## config.mk

```make
export PLATFORM = sky130hd
export DESIGN_NAME = mult_operand_sequencer
export DESIGN_NICKNAME = d
export VERILOG_FILES = /design/src/rtl/mult_operand_sequencer.sv
export SDC_FILE = /design/constraint.sdc
export NUM_CORES = 1
export LEC_CHECK = 0
export ABC_AREA = 1
export CAP_MARGIN = 10
export CORE_MARGIN = 2
export CORE_UTILIZATION = 49
export DETAILED_ROUTE_END_ITERATION = 10
export PLACE_DENSITY = 0.88
export SYNTH_ARGS = -nofsm -noshare
export SYNTH_HDL_FRONTEND = slang
export SYNTH_SLANG_ARGS = --single-unit
```

## constraint.sdc

```tcl
create_clock -name clk -period 4.25 [get_ports clk]
set_input_delay 1.275 -clock clk [delete_from_list [all_inputs] [get_ports clk]]
set_output_delay 1.275 -clock clk [all_outputs]
set_load 0.02 [all_outputs]
```

## src/rtl/mult_operand_sequencer.sv

```systemverilog
// Operand sequencer: buffers signed operand pairs in a small FIFO and steps an
// external enable-controlled multiplier through load, compute and capture.
module mult_operand_sequencer #(
    parameter int unsigned WIDTH       = 32,
    parameter int unsigned MUL_LATENCY = 3,
    parameter int unsigned FIFO_DEPTH  = 2
) (
    input  logic                 clk,
    input  logic                 reset,
    input  logic                 in_valid,
    output logic                 in_ready,
    input  logic [WIDTH-1:0]     in_a,
    input  logic [WIDTH-1:0]     in_b,
    output logic                 out_valid,
    input  logic                 out_ready,
    output logic [2*WIDTH-1:0]   out_product,
    output logic                 busy,
    output logic [WIDTH-1:0]     mulA,
    output logic [WIDTH-1:0]     mulB,
    output logic                 mulEnableA,
    output logic                 mulEnableB,
    output logic                 mulEnableOut,
    output logic                 mulResetA,
    output logic                 mulResetB,
    output logic                 mulResetOut,
    input  logic [2*WIDTH-1:0]   mulProduct
);

    localparam int unsigned PROD_W = 2 * WIDTH;
    localparam int unsigned PTR_W  = (FIFO_DEPTH > 1) ? $clog2(FIFO_DEPTH) : 1;
    localparam int unsigned CNT_W  = $clog2(FIFO_DEPTH + 1);
    localparam int unsigned LAT_W  = 4;

    typedef enum logic [1:0] {
        IDLE    = 2'd0,
        LOAD    = 2'd1,
        COMPUTE = 2'd2,
        CAPTURE = 2'd3
    } state_t;

    state_t                state_q, state_d;
    logic [PROD_W-1:0]     fifo_q [FIFO_DEPTH];
    logic [PTR_W-1:0]      wr_ptr_q, wr_ptr_d;
    logic [PTR_W-1:0]      rd_ptr_q, rd_ptr_d;
    logic [CNT_W-1:0]      count_q, count_d;
    logic [LAT_W-1:0]      lat_q, lat_d;
    logic                  out_valid_q, out_valid_d;
    logic [PROD_W-1:0]     out_product_q, out_product_d;
    logic [WIDTH-1:0]      mul_a_q, mul_a_d;
    logic [WIDTH-1:0]      mul_b_q, mul_b_d;
    logic                  en_ab_q, en_ab_d;
    logic                  en_out_q, en_out_d;
    logic                  in_ready_q, in_ready_d;
    logic                  busy_q, busy_d;
    logic                  push_c;
    logic                  pop_c;
    logic [PROD_W-1:0]     head_c;

    assign push_c = in_valid && in_ready_q;
    assign pop_c  = (state_q == LOAD);
    assign head_c = fifo_q[rd_ptr_q];

    // State register
    always_ff @(posedge clk or negedge reset) begin
        if (!reset) begin
            state_q <= IDLE;
        end else begin
            state_q <= state_d;
        end
    end

    // Next-state, FIFO bookkeeping and next values of all registered outputs
    always_comb begin
        state_d       = state_q;
        lat_d         = lat_q;
        wr_ptr_d      = wr_ptr_q;
        rd_ptr_d      = rd_ptr_q;
        out_valid_d   = out_valid_q;
        out_product_d = out_product_q;
        mul_a_d       = mul_a_q;
        mul_b_d       = mul_b_q;

        if (push_c) begin
            wr_ptr_d = wr_ptr_q + PTR_W'(1);
        end
        if (pop_c) begin
            rd_ptr_d = rd_ptr_q + PTR_W'(1);
        end
        count_d = count_q + CNT_W'(push_c) - CNT_W'(pop_c);

        case (state_q)
            IDLE: begin
                if ((count_q != '0) && (!out_valid_q || out_ready)) begin
                    state_d = LOAD;
                end
            end
            LOAD: begin
                state_d = COMPUTE;
                lat_d   = LAT_W'(MUL_LATENCY - 1);
            end
            COMPUTE: begin
                if (lat_q == '0) begin
                    state_d = CAPTURE;
                end else begin
                    lat_d = lat_q - LAT_W'(1);
                end
            end
            CAPTURE: begin
                state_d = IDLE;
            end
            default: begin
                state_d = IDLE;
            end
        endcase

        // A capture in the same cycle as a handshake refills the result slot
        if (out_valid_q && out_ready) begin
            out_valid_d = 1'b0;
        end
        if (state_q == CAPTURE) begin
            out_valid_d   = 1'b1;
            out_product_d = mulProduct;
        end

        // Head is stable when entering LOAD: only LOAD pops
        if (state_d == LOAD) begin
            mul_a_d = head_c[PROD_W-1:WIDTH];
            mul_b_d = head_c[WIDTH-1:0];
        end
        en_ab_d    = (state_d == LOAD);
        en_out_d   = (state_d == COMPUTE) || (state_d == CAPTURE);
        in_ready_d = (count_d < CNT_W'(FIFO_DEPTH));
        busy_d     = (state_d != IDLE) || (count_d != '0);
    end

    // Control and output registers
    always_ff @(posedge clk or negedge reset) begin
        if (!reset) begin
            wr_ptr_q      <= '0;
            rd_ptr_q      <= '0;
            count_q       <= '0;
            lat_q         <= '0;
            out_valid_q   <= 1'b0;
            out_product_q <= '0;
            mul_a_q       <= '0;
            mul_b_q       <= '0;
            en_ab_q       <= 1'b0;
            en_out_q      <= 1'b0;
            in_ready_q    <= 1'b0;
            busy_q        <= 1'b0;
        end else begin
            wr_ptr_q      <= wr_ptr_d;
            rd_ptr_q      <= rd_ptr_d;
            count_q       <= count_d;
            lat_q         <= lat_d;
            out_valid_q   <= out_valid_d;
            out_product_q <= out_product_d;
            mul_a_q       <= mul_a_d;
            mul_b_q       <= mul_b_d;
            en_ab_q       <= en_ab_d;
            en_out_q      <= en_out_d;
            in_ready_q    <= in_ready_d;
            busy_q        <= busy_d;
        end
    end

    // FIFO storage; validity is tracked by the pointers and count
    always_ff @(posedge clk) begin
        if (push_c) begin
            fifo_q[wr_ptr_q] <= {in_a, in_b};
        end
    end

    assign in_ready     = in_ready_q;
    assign out_valid    = out_valid_q;
    assign out_product  = out_product_q;
    assign busy         = busy_q;
    assign mulA         = mul_a_q;
    assign mulB         = mul_b_q;
    assign mulEnableA   = en_ab_q;
    assign mulEnableB   = en_ab_q;
    assign mulEnableOut = en_out_q;

    // Multiplier resets follow the block reset directly, with no clock delay
    assign mulResetA    = ~reset;
    assign mulResetB    = ~reset;
    assign mulResetOut  = ~reset;

endmodule
```

After elaboration in Yosys (flattened, before gate mapping)
Memories as Yosys holds them, arrays and structs flattened. A register that Yosys moved wholly into a read port is not among the register bits.
Cells that the tools add are included.
Cells by class
  add/subtract/negate cells: 5
  $mul: 0
  divide/modulo/power cells: 0
  order comparisons: 1
  equal/unequal tests: 7
  shift-type cells: 0
  mux-type cells: 9
  bitwise gates (word level): 1
  reductions and logical operators: 16
Operators by type and width (count)
  $reduce_bool A2 Y1: 5
  $eq A2 B2 Y1 const B: 4
  $pmux W2 S4: 1
  $pmux W4 S2: 1
  $eq A2 B1 Y1 const B: 2
  $logic_not A4 Y1: 1
  $mux W1: 4
  $mux W2: 2
  $mux W4: 1
  $sub A4 B1 Y4 const B: 1
  $logic_and A1 B1 Y1: 3
  $logic_or A1 B1 Y1: 3
  $add A1 B1 Y1 const B: 2
  $add A2 B1 Y2: 1
  $logic_not A1 Y1: 2
  $logic_not A2 Y1: 1
  $lt A2 B2 Y1 const B: 1
  $ne A2 B2 Y1 const B: 1
  $reduce_and A2 Y1: 1
  $sub A2 B1 Y2: 1
  $not A1 Y1: 1
Word-level totals
  bits in registers: 79
  bits in latches: 0
  memory bits (writable): 128
  ROM bits: 0
  bits of input ports: 132
  output and inout port bits: 137
  word-level logic and storage cells: 51
  memories kept: 1
Memories
  fifo_q: depth 2, width 64, read ports 1, clocked after Yosys merged registers in 1, write ports 1, RTL line 42  | logic [PROD_W-1:0] fifo_q [FIFO_DEPTH];

Longest topological paths before layout
Gate-level depths: netlist of the first run.
  word-level depth: 7
  mapped depth: 11
  mapped depth without buffers: 10

Worst setup path after synthesis of the first run
Ideal clock, no wire load.
  kind: input to register
  from: in in_valid
  to: mem fifo_q[0][0] (netlist name), enable pin
  setup time: 0.487 ns
  arrival: 4.117 ns
  required time: 3.763 ns
  slack: -0.353 ns
  cell stages on the path: 2
  path buffers: 0
  cells stage by stage: nand2_1 > nor2_1
On the way
  cells in the longest elaborated chain, start to end: 3
Ends and longest elaborated chain
  from (decl): RTL line 10  | input logic in_valid,
  $logic_and A1 B1 Y1: RTL line 59  | assign push_c = in_valid && in_ready_q;
  $mux W1: RTL line 169  | if (push_c) begin
  $mux W1 (implied by the code): RTL line 170  | fifo_q[wr_ptr_q] <= {in_a, in_b};
  to (decl): RTL line 42
Every way passes these cells.

Worst setup path in the final report of the first run
  from: in reset
  to: out mulResetOut
On the way
  cells in the longest elaborated chain, start to end: 1
Ends and longest elaborated chain
  from (decl): RTL line 9  | input logic reset,
  $not A1 Y1: RTL line 187  | assign mulResetOut = ~reset;
  to (decl): RTL line 25  | output logic mulResetOut,
Every way passes these cells.

==> impl_metrics.json, run 1 <==
{
  "design_area_um2": 14100,
  "ant_nets": 0,
  "netSwitchingFraction_pct": 37.5,
  "wl_mm": 24.7,
  "peakVddDrop_uv": 556,
  "internal_power_mw": 7.19,
  "clock-sinks": 270,
  "clk_path_buf_depth": 3,
  "cts_setup_buffers": 0,
  "portBuffers": 268,
  "leakagePower_nw": 6.08,
  "combPwrFrac_pct": 41.3,
  "whs_path_depth": 2,
  "fin_skew_ns": 0.0163,
  "fin_util_pct": 69.4,
  "final_cell_mix": "nand2_1 (339), clkdlybuf4s50_1 (267), dfrtp_1 (141), edfxtp_1 (128), nand3_1 (68)",
  "place_hpwl_mm": 15.5,
  "timing.rr.end": "out_product[32]$_DFFE_PN0P_",
  "layout-drive-gt1-share_pct": 11.9,
  "synthFlopType": "dfrtp_1",
  "crit_type": "input pin to output port",
  "max_cap_violations": 0,
  "grt_max_degree": 68,
  "cts_buffers": 28,
  "cp_max_fo": 14,
  "finalHoldViolations": 0,
  "drc": 0,
  "die_h_um": 149,
  "die_w_um": 149,
  "grt_setup_unrepaired": "false",
  "clock_latency_ns": 0.55,
  "holdPathEnd": "out_product[9]$_DFFE_PN0P_",
  "post_drt_wl_per_cell_um": 17.8,
  "drv_slew": 0,
  "synthCells": 829,
  "finalCriticalPeriod_ns": 3.46,
  "synth_edf_count": 128,
  "netlist_area_um2": 10300,
  "gp_congestion": 0.759,
  "hold_path_class": "flop to flop",
  "arrival_ns": 2.18,
  "power_mw": 11.5,
  "timing.setup.tns_ns": 0,
  "p_clk_share_pct": 21.9,
  "firstDrtPassIters": 5,
  "die_area_um2": 22100,
  "mostFrequentLayoutCell": "nand2_1",
  "end_kind": "output port",
  "start_util_pct": 50.4,
  "htree_num_levels": 1,
  "cts_hold_buffers": 0,
  "synthArstFlopShare_pct": 52.6,
  "reg2regPathDepth": 5,
  "clk_pin_slew_worst_paths_ns": 0.06,
  "drt_iter0_markers": 447,
  "relSlewSlack_pct": 23.5,
  "cts_tree": "done",
  "dp_cells": 1335,
  "synth_seq_cells": 270,
  "syn_area_per_cell_um2": 12.4,
  "core_area_um2": 20400,
  "overflow": 0,
  "critPathLaunchType": "input pin",
  "grt_pass1_vias": 7378,
  "fmax_mhz": 289,
  "cellPowerDensity_nw_per_um2": 815,
  "r2r_slack_ns": 2.06,
  "area_delta_synth_final_pct": 37.6,
  "rows": 52,
  "cts_resized": 0,
  "hp-start": "out_product[9]$_DFFE_PN0P_",
  "grt_usage_pct": 21.9,
  "p_sw_mw": 4.32,
  "finalSetupViolations": 0,
  "seq_area_frac_synth_pct": 72.1,
  "finalNonFillerCells": 1388,
  "via_per_inst": 5.09,
  "place_area_um2": 13100,
  "outcome": "finished clean",
  "pin_count": 269,
  "fin_nets": 1235,
  "place_ws_ns": 0.752,
  "vias": 7068,
  "yosysWarnings": 0,
  "synth_nets": 969,
  "ys_types": 19,
  "r2r-start": "mulEnableOut$_DFF_PN0_",
  "fin_ws_ns": 0.791,
  "antenna_found_initial": 1,
  "cp.required_ns": 2.97,
  "holdWs_ns": 0.469,
  "power_frac_seq_pct": 36.8,
  "root_buffer": "clkbuf_16",
  "grt_pass1_wl_mm": 38.2,
  "worstMarginPinSlew_ns": 1.15,
  "finalCritPeriodShare_pct": 81.4
}
[worst max-delay path by stage]
| stage | startpoint | end | depth (start not counted) | slack, ns |
|---|---|---|---|---|
| 6_report | reset | mulResetOut | 3 | 0.79 |
| 5_1_grt | reset | mulResetOut | 3 | 0.74 |
| 4_1_cts | reset | mulResetOut | 3 | 0.75 |
| 3_5_place_dp | reset | mulResetOut | 3 | 0.75 |
| 3_3_place_gp | reset | mulResetOut | 3 | 0.75 |
| 2_1_floorplan | in_valid | fifo_q[0][0]$_DFFE_PP_ | 2 | -0.35 |
[worst max-delay path, stage by stage]
cell	delay (ns)
buf_6	0.14
inv_1	0.13
clkdlybuf4s50_1	0.63
[cell type report]
cell class              count  area [um2]
diodes                      1        2.50
clock buffers              38         798
clock inverters            14         178
fillers                  1372        6240
inverters                  16        60.1
multi-input cells         498        2550
flip-flops and latches    270        7400
well taps                 270         338
repair buffers            281        2790
[cell usage after synthesis (2+ instances only)]
cell type  number  area, um2
ha_1            8        100
buf_6           6       67.6
nand2_1       340       1280
buf_1           3       11.3
o21ai_0         2       10.0
xnor2_1         2       17.5
dfrtp_1       142       3550
buf_4          12       90.1
xor2_1          2       17.5
nand3_1        68        340
nor2_1          9       33.8
buf_2           8       40.0
edfxtp_1      128       3840
mux2_2         64        721
inv_1          16       60.1
clkbuf_1       16       60.1
[power by group through the flow]
| stage | registers, mW | clock network (mW) | logic (mW) |
|---|---|---|---|
| floorplan | 4.86 | 0 | 2.16 |
| global placement | 4.22 | 0 | 4.63 |
| finish | 4.23 | 2.52 | 4.75 |
| CTS | 4.23 | 2.57 | 4.81 |
| detailed placement | 4.25 | 0 | 4.77 |
| global route | 4.33 | 2.68 | 5.15 |
[metal layers]
| metal | GRT usage [%] | wire (um) | vias up | share of wire, % |
|---|---|---|---|---|
| met3 | 6.13 | 2210 | 54 | 8.9 |
| met5 | 0 | 0 | - | 0 |
| met4 | 5.67 | 584 | 0 | 2.4 |
| met2 | 38.8 | 12400 | 306 | 50 |
| li1 | - | - | 3274 | - |
| met1 | 26.5 | 9580 | 3434 | 39 |
[cells by family (layout without fill, tap and decap cells)]
group	after synthesis	after routing	share of synthesized area, %
simple gates	418	418	16.1
flops	270	270	72.1
mux	64	64	7.02
buf+inv	61	349	3.21
fa+ha+maj	8	8	0.976
compound gates	4	4	0.219
xor+xnor	4	4	0.341
other cells	0	1	0
[flip-flops by register name, indices dropped and copies added, names as in the netlist]
name          count
busy              1
count_q           2
fifo_q          128
in_ready          1
lat_q             4
mulA             32
mulB             32
mulEnableA        1
mulEnableOut      1
out_product      64
out_valid         1
rd_ptr_q          1
state_q           1
wr_ptr_q          1
(Power assumes the default switching activity.)
==> run 2, diff against run 1 <==
--- a/config.mk
+++ b/config.mk
@@ -8,9 +8,9 @@
 export ABC_AREA = 1
 export CAP_MARGIN = 10
 export CORE_MARGIN = 2
-export CORE_UTILIZATION = 49
+export CORE_UTILIZATION = 44
 export DETAILED_ROUTE_END_ITERATION = 10
-export PLACE_DENSITY = 0.88
+export PLACE_DENSITY = 0.84
 export SYNTH_ARGS = -nofsm -noshare
 export SYNTH_HDL_FRONTEND = slang
 export SYNTH_SLANG_ARGS = --single-unit
==> constraint.sdc (replaced) <==
create_clock -name clk -period 2.97 [get_ports clk]
set_input_delay 0.891 -clock clk [delete_from_list [all_inputs] [get_ports clk]]
set_output_delay 0.891 -clock clk [all_outputs]
set_load 0.02 [all_outputs]
==> run 2 against run 1 <==
Net effect:
- via count down 2.3%
- non-clock buffer count increased by 11
- flip-flop and latch count stayed put
- total power grew 41%
- critical path type unchanged
==> impl_metrics.json, run 2 (synthesis results as in run 1) <==
{
  "end_kind": "output port",
  "vias": 6908,
  "fin_util_pct": 62.5,
  "peakVddDrop_uv": 683,
  "post_drt_wl_per_cell_um": 17.4,
  "gp_congestion": 0.751,
  "max_cap_violations": 0,
  "netSwitchingFraction_pct": 37.3,
  "cts_resized": 0,
  "p_clk_share_pct": 19.6,
  "wl_mm": 25.0,
  "critPathTopFamily": "buffers and inverters",
  "largest_reg_flops": 128,
  "finalHoldViolations": 0,
  "cp_slowest_cell": "clkdlybuf4s50_1",
  "cts_tree": "done",
  "area_delta_synth_final_pct": 38.7,
  "fin_skew_ns": 0.0135,
  "place_hpwl_mm": 17.1,
  "htree_num_levels": 1,
  "mostFrequentLayoutCell": "nand2_1",
  "grt_usage_pct": 20.1,
  "die_w_um": 157,
  "finalSetupViolations": 0,
  "internal_power_mw": 10.1,
  "overflow": 0,
  "cts_setup_buffers": 0,
  "multi_input_area_um2": 2550,
  "seqCellArea_um2": 7400,
  "clock_latency_ns": 0.53,
  "outcome": "finished clean",
  "core_area_um2": 22800,
  "ant_nets": 0,
  "die_area_um2": 24600,
  "relSlewSlack_pct": 28.8,
  "max_stage_delay_ns": 0.62,
  "power_frac_seq_pct": 37.0,
  "arrival_ns": 1.72,
  "cp.required_ns": 2.08,
  "finalCriticalPeriod_ns": 2.62,
  "combPwrFrac_pct": 43.3,
  "clk_pin_slew_worst_paths_ns": 0.06,
  "worstMarginPinSlew_ns": 1.07,
  "finalCritPeriodShare_pct": 88.1,
  "path_cells": "buf_6, inv_1, clkdlybuf4s50_1",
  "drc": 0,
  "antenna_found_initial": 1,
  "cts_buffers": 27,
  "drt_iter0_markers": 406,
  "drv_slew": 0,
  "cts_hold_buffers": 0,
  "rows": 55,
  "clock-sinks": 270,
  "grt_pass1_wl_mm": 38.6,
  "critical_path_buf_inv_count": 3,
  "via_per_inst": 4.80,
  "cp_max_fo": 3,
  "final_cell_mix": "nand2_1 (339), clkdlybuf4s50_1 (267), dfrtp_1 (141), edfxtp_1 (128), nand3_1 (68)",
  "largest-register": "fifo_q",
  "p_sw_mw": 6.05,
  "portBuffers": 268,
  "hold_path_class": "input pin to async pin",
  "clk_path_buf_depth": 3,
  "firstDrtPassIters": 4,
  "grt_pass1_vias": 7268,
  "fin_nets": 1245,
  "cellPowerDensity_nw_per_um2": 1140,
  "grt_setup_unrepaired": "false",
  "finalNonFillerCells": 1440,
  "fill_cells": 1696,
  "dp_cells": 1389,
  "leakagePower_nw": 6.10,
  "fmax_mhz": 382,
  "start_util_pct": 45.0,
  "grt_max_degree": 66,
  "root_buffer": "clkbuf_16",
  "critPathLaunchType": "input pin",
  "layout-drive-gt1-share_pct": 12.0,
  "pin_count": 269,
  "die_h_um": 157,
  "crit_type": "input pin to output port"
}
[run 2: power by group through the flow]
stage               logic [mW]  registers, mW  clock network, mW
finish                    7.02           6.00               3.18
detailed placement        7.11           6.05                  0
CTS                       7.15           6.01               3.26
global placement          6.95           6.01                  0
global route              7.66           6.13               3.40
floorplan                 3.09           6.94                  0
[run 2: final timing paths]
kind,end,slack [ns],startpoint,depth (start not counted)
hold reg to reg,out_product[38]$_DFFE_PN0P_,0.47,out_product[38]$_DFFE_PN0P_,2
setup / recovery,mulResetOut,0.35,reset,3
min in group clk,out_product[38]$_DFFE_PN0P_,0.47,out_product[38]$_DFFE_PN0P_,2
hold / removal,mulA[22]$_DFFE_PN0N_,0.41,reset,2
setup reg to reg,busy$_DFF_PN0_,1.14,mulEnableOut$_DFF_PN0_,10
max in group asynchronous,rd_ptr_q$_DFFE_PN0N_,1.38,reset,3
[run 2: routing by layer]
metal	share of wire (%)	GRT usage [%]	vias up
met5	0	0	-
met1	40	25.0	3292
met2	49	34.7	285
li1	-	-	3293
met3	8.9	5.90	38
met4	2.1	5.11	0
[run 2: area by class of cell]
class                   count  share of cell area [%]
inverters                  16                   0.422
flip-flops and latches    270                    52.0
clock buffers              40                    5.23
diodes                      1                  0.0176
repair buffers            292                    21.1
clock inverters            10                   0.562
well taps                 313                    2.75
multi-input cells         498                    17.9
[run 2: stage by stage]
step / hold WS (ns) / area [um2] / TNS (ns) / power (mW) / setup WS (ns)
6_report: 0.408 / 14200 / 0 / 16.2 / 0.354
3_5_place_dp: 0.458 / 13400 / 0 / 13.2 / 0.331
5_1_grt: 0.429 / 14200 / 0 / 17.2 / 0.325
4_1_cts: 0.411 / 14200 / 0 / 16.4 / 0.352
2_1_floorplan: 0.460 / 10300 / -24.46 / 10.0 / -0.191
3_3_place_gp: 0.452 / 13400 / 0 / 13.0 / 0.350
